## src/rtl/rtc_lectura_ciclica.sv

```systemverilog
// Cyclic RTC time reader: walks N_REG consecutive registers over the multiplexed
// A/D bus and publishes them as one coherent BCD snapshot, pulsing finwt when done.
module rtc_lectura_ciclica #(
    parameter int unsigned T_PHASE   = 10,
    parameter logic [7:0]  ADDR_BASE = 8'h21,
    parameter int unsigned N_REG     = 6
) (
    input  logic       CLK,
    input  logic       reset,
    input  logic       whileT,
    input  logic [7:0] ad_in,
    output logic [7:0] ad_out,
    output logic       ad_oe,
    output logic       a_d,
    output logic       cs_n,
    output logic       rd_n,
    output logic       wr_n,
    output logic       finwt,
    output logic       ocupado,
    output logic [7:0] seg,
    output logic [7:0] min,
    output logic [7:0] hora,
    output logic [7:0] dia,
    output logic [7:0] mes,
    output logic [7:0] anio
);

    localparam int unsigned CW = (T_PHASE < 1) ? 1 : $clog2(T_PHASE + 1);
    localparam int unsigned IW = 3;
    localparam int unsigned NS = 6;
    localparam logic [CW-1:0] RELOAD = CW'(T_PHASE - 1);

    typedef enum logic [3:0] {
        IDLE, A_SET, A_WR, A_HOLD, D_SET, D_RD, D_HOLD, DONE, WAIT_LOW
    } state_t;

    state_t        state, state_nxt;
    logic [IW-1:0] idx, idx_nxt;
    logic [CW-1:0] cnt;
    logic          phase_end;
    logic [7:0]    shadow [NS];

    logic [7:0] ad_out_nxt;
    logic       ad_oe_nxt, a_d_nxt, cs_n_nxt, rd_n_nxt, wr_n_nxt, finwt_nxt, ocupado_nxt;

    assign phase_end = (cnt == '0);

    // State register; the phase counter reloads on every state change
    always_ff @(posedge CLK) begin
        if (reset) begin
            state <= IDLE;
            idx   <= '0;
            cnt   <= RELOAD;
        end else begin
            state <= state_nxt;
            idx   <= idx_nxt;
            if (state_nxt != state) begin
                cnt <= RELOAD;
            end else if (!phase_end) begin
                cnt <= cnt - CW'(1);
            end
        end
    end

    // Next state; dropping whileT mid-sequence aborts straight back to IDLE
    always_comb begin
        state_nxt = state;
        idx_nxt   = idx;
        case (state)
            IDLE: begin
                idx_nxt = '0;
                if (whileT) state_nxt = A_SET;
            end
            A_SET, A_WR, A_HOLD, D_SET, D_RD, D_HOLD: begin
                if (!whileT) begin
                    state_nxt = IDLE;
                    idx_nxt   = '0;
                end else if (phase_end) begin
                    case (state)
                        A_SET:  state_nxt = A_WR;
                        A_WR:   state_nxt = A_HOLD;
                        A_HOLD: state_nxt = D_SET;
                        D_SET:  state_nxt = D_RD;
                        D_RD:   state_nxt = D_HOLD;
                        D_HOLD: begin
                            if (idx < IW'(N_REG - 1)) begin
                                state_nxt = A_SET;
                                idx_nxt   = idx + IW'(1);
                            end else begin
                                state_nxt = DONE;
                            end
                        end
                        default: state_nxt = IDLE;
                    endcase
                end
            end
            DONE:     state_nxt = WAIT_LOW;
            WAIT_LOW: if (!whileT) state_nxt = IDLE;
            default:  state_nxt = IDLE;
        endcase
    end

    // Bus values for the state being entered; registered below so they align with it
    always_comb begin
        ad_out_nxt  = '0;
        ad_oe_nxt   = 1'b0;
        a_d_nxt     = a_d;
        cs_n_nxt    = 1'b1;
        rd_n_nxt    = 1'b1;
        wr_n_nxt    = 1'b1;
        finwt_nxt   = 1'b0;
        ocupado_nxt = 1'b0;
        case (state_nxt)
            A_SET, A_WR, A_HOLD: begin
                a_d_nxt     = 1'b0;
                ad_oe_nxt   = 1'b1;
                ad_out_nxt  = ADDR_BASE + 8'(idx_nxt);
                ocupado_nxt = 1'b1;
                if (state_nxt == A_WR) begin
                    cs_n_nxt = 1'b0;
                    wr_n_nxt = 1'b0;
                end
            end
            D_SET, D_RD, D_HOLD: begin
                a_d_nxt     = 1'b1;
                ocupado_nxt = 1'b1;
                if (state_nxt == D_RD) begin
                    cs_n_nxt = 1'b0;
                    rd_n_nxt = 1'b0;
                end
            end
            DONE: begin
                finwt_nxt   = 1'b1;
                ocupado_nxt = 1'b1;
            end
            default: ;
        endcase
    end

    // Output registers, shadow capture and snapshot publish
    always_ff @(posedge CLK) begin
        if (reset) begin
            ad_out  <= '0;
            ad_oe   <= 1'b0;
            a_d     <= 1'b0;
            cs_n    <= 1'b1;
            rd_n    <= 1'b1;
            wr_n    <= 1'b1;
            finwt   <= 1'b0;
            ocupado <= 1'b0;
            seg     <= '0;
            min     <= '0;
            hora    <= '0;
            dia     <= '0;
            mes     <= '0;
            anio    <= '0;
            for (int i = 0; i < NS; i++) shadow[i] <= '0;
        end else begin
            ad_out  <= ad_out_nxt;
            ad_oe   <= ad_oe_nxt;
            a_d     <= a_d_nxt;
            cs_n    <= cs_n_nxt;
            rd_n    <= rd_n_nxt;
            wr_n    <= wr_n_nxt;
            finwt   <= finwt_nxt;
            ocupado <= ocupado_nxt;
            if (state == D_RD && phase_end && whileT) begin
                shadow[idx] <= ad_in;
            end
            if (state == D_HOLD && state_nxt == DONE) begin
                seg  <= shadow[0];
                min  <= shadow[1];
                hora <= shadow[2];
                dia  <= shadow[3];
                mes  <= shadow[4];
                anio <= shadow[5];
            end
        end
    end

endmodule

```

## config.mk

```make
export PLATFORM = sky130hd
export DESIGN_NAME = rtc_lectura_ciclica
export DESIGN_NICKNAME = d
export VERILOG_FILES = /design/src/rtl/rtc_lectura_ciclica.sv
export SDC_FILE = /design/constraint.sdc
export NUM_CORES = 1
export LEC_CHECK = 0
export CAP_MARGIN = 20
export CORE_UTILIZATION = 54
export CTS_BUF_LIST = sky130_fd_sc_hd__clkbuf_16
export DETAILED_ROUTE_END_ITERATION = 16
export PLACE_DENSITY_LB_ADDON = 0.2
export SYNTH_ARGS = -nofsm -noshare
export SYNTH_HDL_FRONTEND = slang
export SYNTH_SLANG_ARGS = --single-unit
export TNS_END_PERCENT = 1
```

## constraint.sdc

```tcl
create_clock -name CLK -period 4.2 [get_ports CLK]
set_clock_uncertainty 0.2 [all_clocks]
set_input_delay 0.42 -clock CLK [delete_from_list [all_inputs] [get_ports CLK]]
set_output_delay 0.42 -clock CLK [all_outputs]
set_load 0.1 [all_outputs]
```

==> impl_metrics.env, run 1 <==
export IMPL_outcome="finished clean"
export IMPL_cts_buffers=17
export IMPL_num_antenna_cells=0
export IMPL_cellLeakagePower_nw=2.15
export IMPL_reg2reg_slack_ps=920
export IMPL_vias=3468
export IMPL_synthTopCellsByArea="edfxtp_1 30%, dfxtp_1 30%, nand2_1 8.1%"
export IMPL_drv_cap=0
export IMPL_boundaryPins=74
export IMPL_yosysTopAreaCell="edfxtp_1"
export IMPL_synth_seq_cells=119
export IMPL_ys_warn_count=0
export IMPL_core_mm2=0.00838
export IMPL_synth_edf_count=48
export IMPL_power_frac_clock_pct=51.9
export IMPL_end_kind="flip-flop"
export IMPL_reg2reg_from="cnt[0]$_SDFFE_PP1N_"
export IMPL_fin_area_mm2=0.00610
export IMPL_critical_path_arrival_ps=3170
export IMPL_relSlewSlack_pct=33.5
export IMPL_synth_top_cell_area_share_pct=30.2
export IMPL_insertion_delay_ps=400
export IMPL_drc=0
export IMPL_use_met1_pct=29.0
export IMPL_nets=537
export IMPL_yosysUniqueCellTypes=56
export IMPL_cp_required_ps=4090
export IMPL_finalSetupTns_ps=0
export IMPL_wl_per_cell_um=14.8
export IMPL_grt_usage_pct=22.3
export IMPL_clk_path_buf_depth=2
export IMPL_grtUsageMet3_pct=5.85
export IMPL_die_area_mm2=0.00921
export IMPL_timing_rr_end="shadow[2][3]$_SDFFCE_PN0P_"
export IMPL_synth_most_common_cell="nand2_1"
export IMPL_period_share_pct=78.1
export IMPL_synthToLayoutAreaGrowth_pct=28.0
export IMPL_hpwlAfterDp_um=6000
export IMPL_syn_area_mm2=0.00477
export IMPL_cts_hold_fix_buffers=0
export IMPL_drive_gt1_share_pct=10.6
export IMPL_ys_flop_type="dfxtp_1"
export IMPL_whs_ps=251
export IMPL_drt_iter0_drc=145
export IMPL_numClockSinks=119
export IMPL_gp_congestion=0.826
export IMPL_crit_start="cnt[0]$_SDFFE_PP1N_"
export IMPL_ant_nets=0
export IMPL_grt_setup_unrepaired="no"
export IMPL_cp_start_kind="flip-flop"
export IMPL_grt_antenna_before_repair=0
export IMPL_grtUsageMet2_pct=35.3
export IMPL_hold_viol=0
export IMPL_placed_cells=609
export IMPL_p_comb_share_pct=3.7
export IMPL_grt_ovfl_total=0
export IMPL_setup_viol=0
export IMPL_clk_pin_slew_ps=60
export IMPL_worst_slew_pin_slew_ps=994
export IMPL_p_int_w=0.00219
export IMPL_layout_cells_non_filler=641
export IMPL_cts_repair_resized=0
export IMPL_cts_tree="built"
export IMPL_cts_root_buf="clkbuf_16"
export IMPL_grt_pass1_wl_um=15300
export IMPL_critPathMaxFanout=18
export IMPL_cp_endpoint="shadow[2][3]$_SDFFCE_PN0P_"
export IMPL_reg2regPathDepth=7
export IMPL_async_reset_ff_share_pct=0
export IMPL_vias_per_cell=5.41
export IMPL_crit_type="flip-flop to flip-flop"
export IMPL_hp_class="flip-flop to flip-flop"
export IMPL_maxSlewViolCount=0
export IMPL_cts_setup_buffers=0
export IMPL_power_switching_w=0.000601
export IMPL_avgSynthCellArea_um2=10.5
export IMPL_detail_route_wirelength_um=9470
export IMPL_rows=33
export IMPL_sequentialPowerShare_pct=44.4
export IMPL_initial_core_util_pct=56.9
export IMPL_busiest_layer="met2"
export IMPL_die_w_um=95.9
export IMPL_port_buffer_count=70
export IMPL_powerDensity_mw_per_mm2=457
export IMPL_die_y_um=95.9
export IMPL_dpl_instance_area_mm2=0.00550
export IMPL_drt_pass1_iterations=4
export IMPL_seq_area_frac_synth_pct=60.1
export IMPL_grt_pass1_vias=3163
export IMPL_max_freq_mhz=305
export IMPL_period_needed_ps=3280
export IMPL_synthTopCellsByCount="103 x nand2_1, 71 x dfxtp_1, 54 x a21oi_1, 48 x edfxtp_1, 44 x and2_1"
export IMPL_swShare_pct=21.5
export IMPL_ir_drop_uv=310
export IMPL_syn_inst=456
export IMPL_grt_max_degree=67
export IMPL_h_tree_depth=4
[logic make-up (layout without fill, tap and decap cells)]
family	after synthesis	in the layout	synth area share (%)
buffers and inverters	36	114	3.44
AO/OA/AOI/OAI	86	86	11.6
other	1	3	0.0787
adder cells (fa/ha/maj)	3	3	0.788
AND/OR/NAND/NOR	209	209	23.7
flip-flops	119	119	60.1
multiplexers	1	1	0.210
XOR/XNOR	1	1	0.184
[cell type report]
class	instances	area, um^2
timing repair buffer	74	726
clock inverter	15	175
sequential	119	2860
multi-input combinational	303	1750
inverter	8	30.0
tap	105	131
clock buffer	17	425
fill	613	2280
[power groups by stage]
stage / clock, W / sequential, W / combinational, W
final: 0.00145 / 0.00124 / 0.000104
after global routing: 0.00152 / 0.00124 / 0.000111
after CTS: 0.00146 / 0.00124 / 0.000104
after detailed placement: 0 / 0.00126 / 0.000103
after global placement: 0 / 0.00126 / 0.000101
after floorplan: 0 / 0.00127 / 0.0000570
[placed cells by master, fill, tap and decap left out, drive strengths merged, types with 5 or more instances in the layout]
cell	instances
buf	5
or2	5
inv	13
and3	10
and2	44
clkbuf	17
edfxtp	48
nor2	9
o21ai	10
clkdlybuf4s50	69
nor3	6
nand2b	6
a21oi	54
dfxtp	71
nand2	103
nand3b	5
[worst min path at each step]
stage / start / end / slack (ps) / cells past startpoint
after floorplan: shadow[5][0]$_DFFE_PP_ / anio[0]$_SDFFE_PP0P_ / 270 / 2
after global placement: min[0]$_SDFFE_PP0P_ / min[0]$_SDFFE_PP0P_ / 240 / 2
after detailed placement: seg[4]$_SDFFE_PP0P_ / seg[4]$_SDFFE_PP0P_ / 250 / 2
after CTS: seg[4]$_SDFFE_PP0P_ / seg[4]$_SDFFE_PP0P_ / 250 / 2
after global routing: mes[3]$_SDFFE_PP0P_ / mes[3]$_SDFFE_PP0P_ / 270 / 2
final: seg[4]$_SDFFE_PP0P_ / seg[4]$_SDFFE_PP0P_ / 250 / 2
[worst max-delay path, cell delays in order (launching register included)]
cell and delay, ps:
dfxtp_1 300, inv_1 90, ha_1 220, or3b_2 590
nor4_4 680, nand2b_2 260, nor3b_4 340, or2_2 290
[flip-flops by register name, summed over array words and instances (netlist names), 3 cells and up]
name	cells
shadow	48
anio	8
dia	8
hora	8
mes	8
min	8
seg	8
ad_out	5
cnt	4
state	4
idx	3
[metal layers]
| layer | vias up | share of wire [%] | wire length [um] |
|---|---|---|---|
| li1 | 1711 | - | - |
| met1 | 1638 | 46 | 4320 |
| met2 | 107 | 48 | 4560 |
| met3 | 12 | 5.0 | 469 |
| met4 | 0 | 1.2 | 117 |
| met5 | - | 0 | 0 |
[through the flow]
stage / total power (W) / utilization [%] / setup WS [ps]
finish: 0.00279 / 72.8 / 920
global route: 0.00287 / 72.8 / 659
CTS: 0.00280 / 72.8 / 906
detailed placement: 0.00136 / 65.6 / 950
global placement: 0.00136 / 65.6 / 1090
floorplan: 0.00133 / - / 1400
No activity file was read; power rests on OpenSTA's default activity.
==> run 2, diff against run 1 <==
--- a/config.mk
+++ b/config.mk
@@ -6,7 +6,7 @@
 export NUM_CORES = 1
 export LEC_CHECK = 0
 export CAP_MARGIN = 20
-export CORE_UTILIZATION = 54
+export CORE_UTILIZATION = 53
 export CTS_BUF_LIST = sky130_fd_sc_hd__clkbuf_16
 export DETAILED_ROUTE_END_ITERATION = 16
 export PLACE_DENSITY_LB_ADDON = 0.2
==> constraint.sdc (replaced) <==
create_clock -name CLK -period 3.4 [get_ports CLK]
set_clock_uncertainty 0.2 [all_clocks]
set_input_delay 0.34 -clock CLK [delete_from_list [all_inputs] [get_ports CLK]]
set_output_delay 0.34 -clock CLK [all_outputs]
set_load 0.1 [all_outputs]
==> run 2 against run 1 <==
Effect of this change: non-clock buffer count rose by 5; global-route usage rose by 1.1 points; count of clock-buffer cells in the layout did not move; critical path depth did not move; routed wire length rose by 7.5%; die area rose by 1.8%.
==> impl_metrics.env, run 2 (synthesis gave the netlist of run 1 again) <==
export IMPL_boundaryPins=74
export IMPL_drive_gt1_share_pct=10.9
export IMPL_cp_endpoint="shadow[1][3]$_SDFFCE_PN0P_"
export IMPL_detail_route_wirelength_um=10200
export IMPL_reg2regPathDepth=7
export IMPL_vias_per_cell=5.39
export IMPL_grt_antenna_before_repair=0
export IMPL_power_frac_clock_pct=49.8
export IMPL_setup_viol=0
export IMPL_rows=34
export IMPL_hpwlAfterDp_um=6400
export IMPL_swShare_pct=21.3
export IMPL_drv_cap=0
export IMPL_wl_per_cell_um=15.7
export IMPL_die_area_mm2=0.00938
export IMPL_maxSlewViolCount=0
export IMPL_powerDensity_mw_per_mm2=544
export IMPL_worst_slew_pin_slew_ps=972
export IMPL_gp_congestion=0.888
export IMPL_drt_pass1_iterations=8
export IMPL_hp_class="input pin to flip-flop"
export IMPL_timing_rr_end="shadow[1][3]$_SDFFCE_PN0P_"
export IMPL_final_core_utilization_pct=69.9
export IMPL_clk_path_buf_depth=2
export IMPL_dp_slack_ps=438
export IMPL_vias=3496
export IMPL_critPathMaxFanout=9
export IMPL_clk_pin_slew_ps=50
export IMPL_h_tree_depth=4
export IMPL_highest_layer="met4"
export IMPL_fin_area_mm2=0.00609
export IMPL_cts_buffers=17
export IMPL_worst_path_buf_inv=1
export IMPL_grt_usage_pct=23.4
export IMPL_cts_repair_resized=0
export IMPL_p_comb_share_pct=4.0
export IMPL_finalSetupTns_ps=0
export IMPL_critical_path_slowest_cell="or3b_2"
export IMPL_core_mm2=0.00872
export IMPL_fin_ws_ps=510
export IMPL_worstSetupPathDepth=7
export IMPL_numClockSinks=119
export IMPL_cp_start_kind="flip-flop"
export IMPL_period_needed_ps=2890
export IMPL_top_register="shadow"
export IMPL_cts_hold_fix_buffers=0
export IMPL_largest_reg_flops=48
export IMPL_reg2reg_slack_ps=510
export IMPL_grt_setup_unrepaired="no"
export IMPL_end_kind="flip-flop"
export IMPL_grt_pass1_wl_um=17100
export IMPL_period_share_pct=85.0
export IMPL_cts_root_buf="clkbuf_16"
export IMPL_cp_required_ps=3290
export IMPL_insertion_delay_ps=410
export IMPL_crit_type="flip-flop to flip-flop"
export IMPL_synthToLayoutAreaGrowth_pct=27.8
export IMPL_layout_commonest_cell="nand2_1"
export IMPL_die_w_um=96.8
export IMPL_dpl_instance_area_mm2=0.00554
export IMPL_crit_start="cnt[0]$_SDFFE_PP1N_"
export IMPL_grt_max_degree=45
export IMPL_initial_core_util_pct=54.6
export IMPL_grt_ovfl_total=0
export IMPL_cp_cell_sequence="inv_1 > ha_1 > or3b_2 > nor4_4 > nand2b_2 > nor3b_4 > or2_2"
export IMPL_placed_cells=617
export IMPL_drc=0
export IMPL_wl_met3_um=493
export IMPL_sequentialPowerShare_pct=46.2
export IMPL_fillers=641
export IMPL_outcome="finished clean"
export IMPL_p_int_w=0.00261
export IMPL_cts_tree="built"
export IMPL_critPathTopFamily="simple AND/OR/NAND/NOR gates"
export IMPL_wl_met2_um=5030
export IMPL_cellLeakagePower_nw=2.17
export IMPL_port_buffer_count=70
export IMPL_num_antenna_cells=0
export IMPL_grt_pass1_vias=3467
export IMPL_drt_iter0_drc=185
export IMPL_layout_cells_non_filler=649
export IMPL_critical_path_arrival_ps=2780
export IMPL_mostFrequentLayoutCells="103 x nand2_1, 71 x dfxtp_1, 69 x clkdlybuf4s50_1"
export IMPL_nets=542
export IMPL_ant_nets=0
export IMPL_wl_met1_um=4510
export IMPL_relSlewSlack_pct=35.0
export IMPL_max_freq_mhz=346
export IMPL_ir_drop_uv=337
export IMPL_hold_viol=0
export IMPL_cts_setup_buffers=0
export IMPL_reg2reg_from="cnt[0]$_SDFFE_PP1N_"
export IMPL_die_y_um=96.8
export IMPL_slowest_delay_ps=590
export IMPL_power_switching_w=0.000706
## run 2: routing by layer
metal	GRT usage [%]	up-vias
met4	10.4	0
met1	29.1	1659
met5	0	-
met2	38.1	109
met3	6.43	16
li1	-	1712
## run 2: power by group through the flow
stage | Clock (W) | Combinational, W | Sequential [W]
floorplan | 0 | 0.0000705 | 0.00157
global placement | 0 | 0.000127 | 0.00156
detailed placement | 0 | 0.000130 | 0.00156
CTS | 0.00166 | 0.000131 | 0.00153
global route | 0.00173 | 0.000139 | 0.00153
finish | 0.00165 | 0.000131 | 0.00153
## run 2: worst register-to-register path, delay by kind of cell, from the launching register on
kind	cells	cell delay [ps]
buf+inv	1	90
fa+ha+maj	1	220
simple gates	5	1760
flops	1	300
## run 2: cell type report
cell class / count / area (um^2) / area share [%]
clock buffers: 17 / 425 / 6.98
clock inverters: 15 / 124 / 2.03
inverters: 8 / 30.0 / 0.493
multi-input cells: 303 / 1750 / 28.8
flip-flops and latches: 119 / 2860 / 47.0
well taps: 108 / 135 / 2.22
repair buffers: 79 / 763 / 12.5
## run 2: worst min path at each step
stage,endpoint,slack [ps],cells past startpoint,from
after floorplan,ad_out[5]$_SDFF_PP0_,210,1,reset
after global placement,min[7]$_SDFFE_PP0P_,240,2,min[7]$_SDFFE_PP0P_
after detailed placement,anio[4]$_SDFFE_PP0P_,250,2,anio[4]$_SDFFE_PP0P_
after CTS,state[0]$_SDFF_PP0_,190,2,reset
after global routing,state[0]$_SDFF_PP0_,230,2,reset
final,state[0]$_SDFF_PP0_,200,2,reset
## run 2: stage by stage
stage	total power, W	hold WS, ps
final	0.00331	197
after CTS	0.00332	192
after global routing	0.00341	233
after global placement	0.00168	243
after floorplan	0.00164	214
after detailed placement	0.00169	246
==> run 3, diff against run 2 <==
--- a/config.mk
+++ b/config.mk
@@ -10,6 +10,7 @@
 export CTS_BUF_LIST = sky130_fd_sc_hd__clkbuf_16
 export DETAILED_ROUTE_END_ITERATION = 16
 export PLACE_DENSITY_LB_ADDON = 0.2
+export SLEW_MARGIN = 30
 export SYNTH_ARGS = -nofsm -noshare
 export SYNTH_HDL_FRONTEND = slang
 export SYNTH_SLANG_ARGS = --single-unit
==> results of run 3 <==
No change in the layout: final DEF, timing and power equal those of run 2.
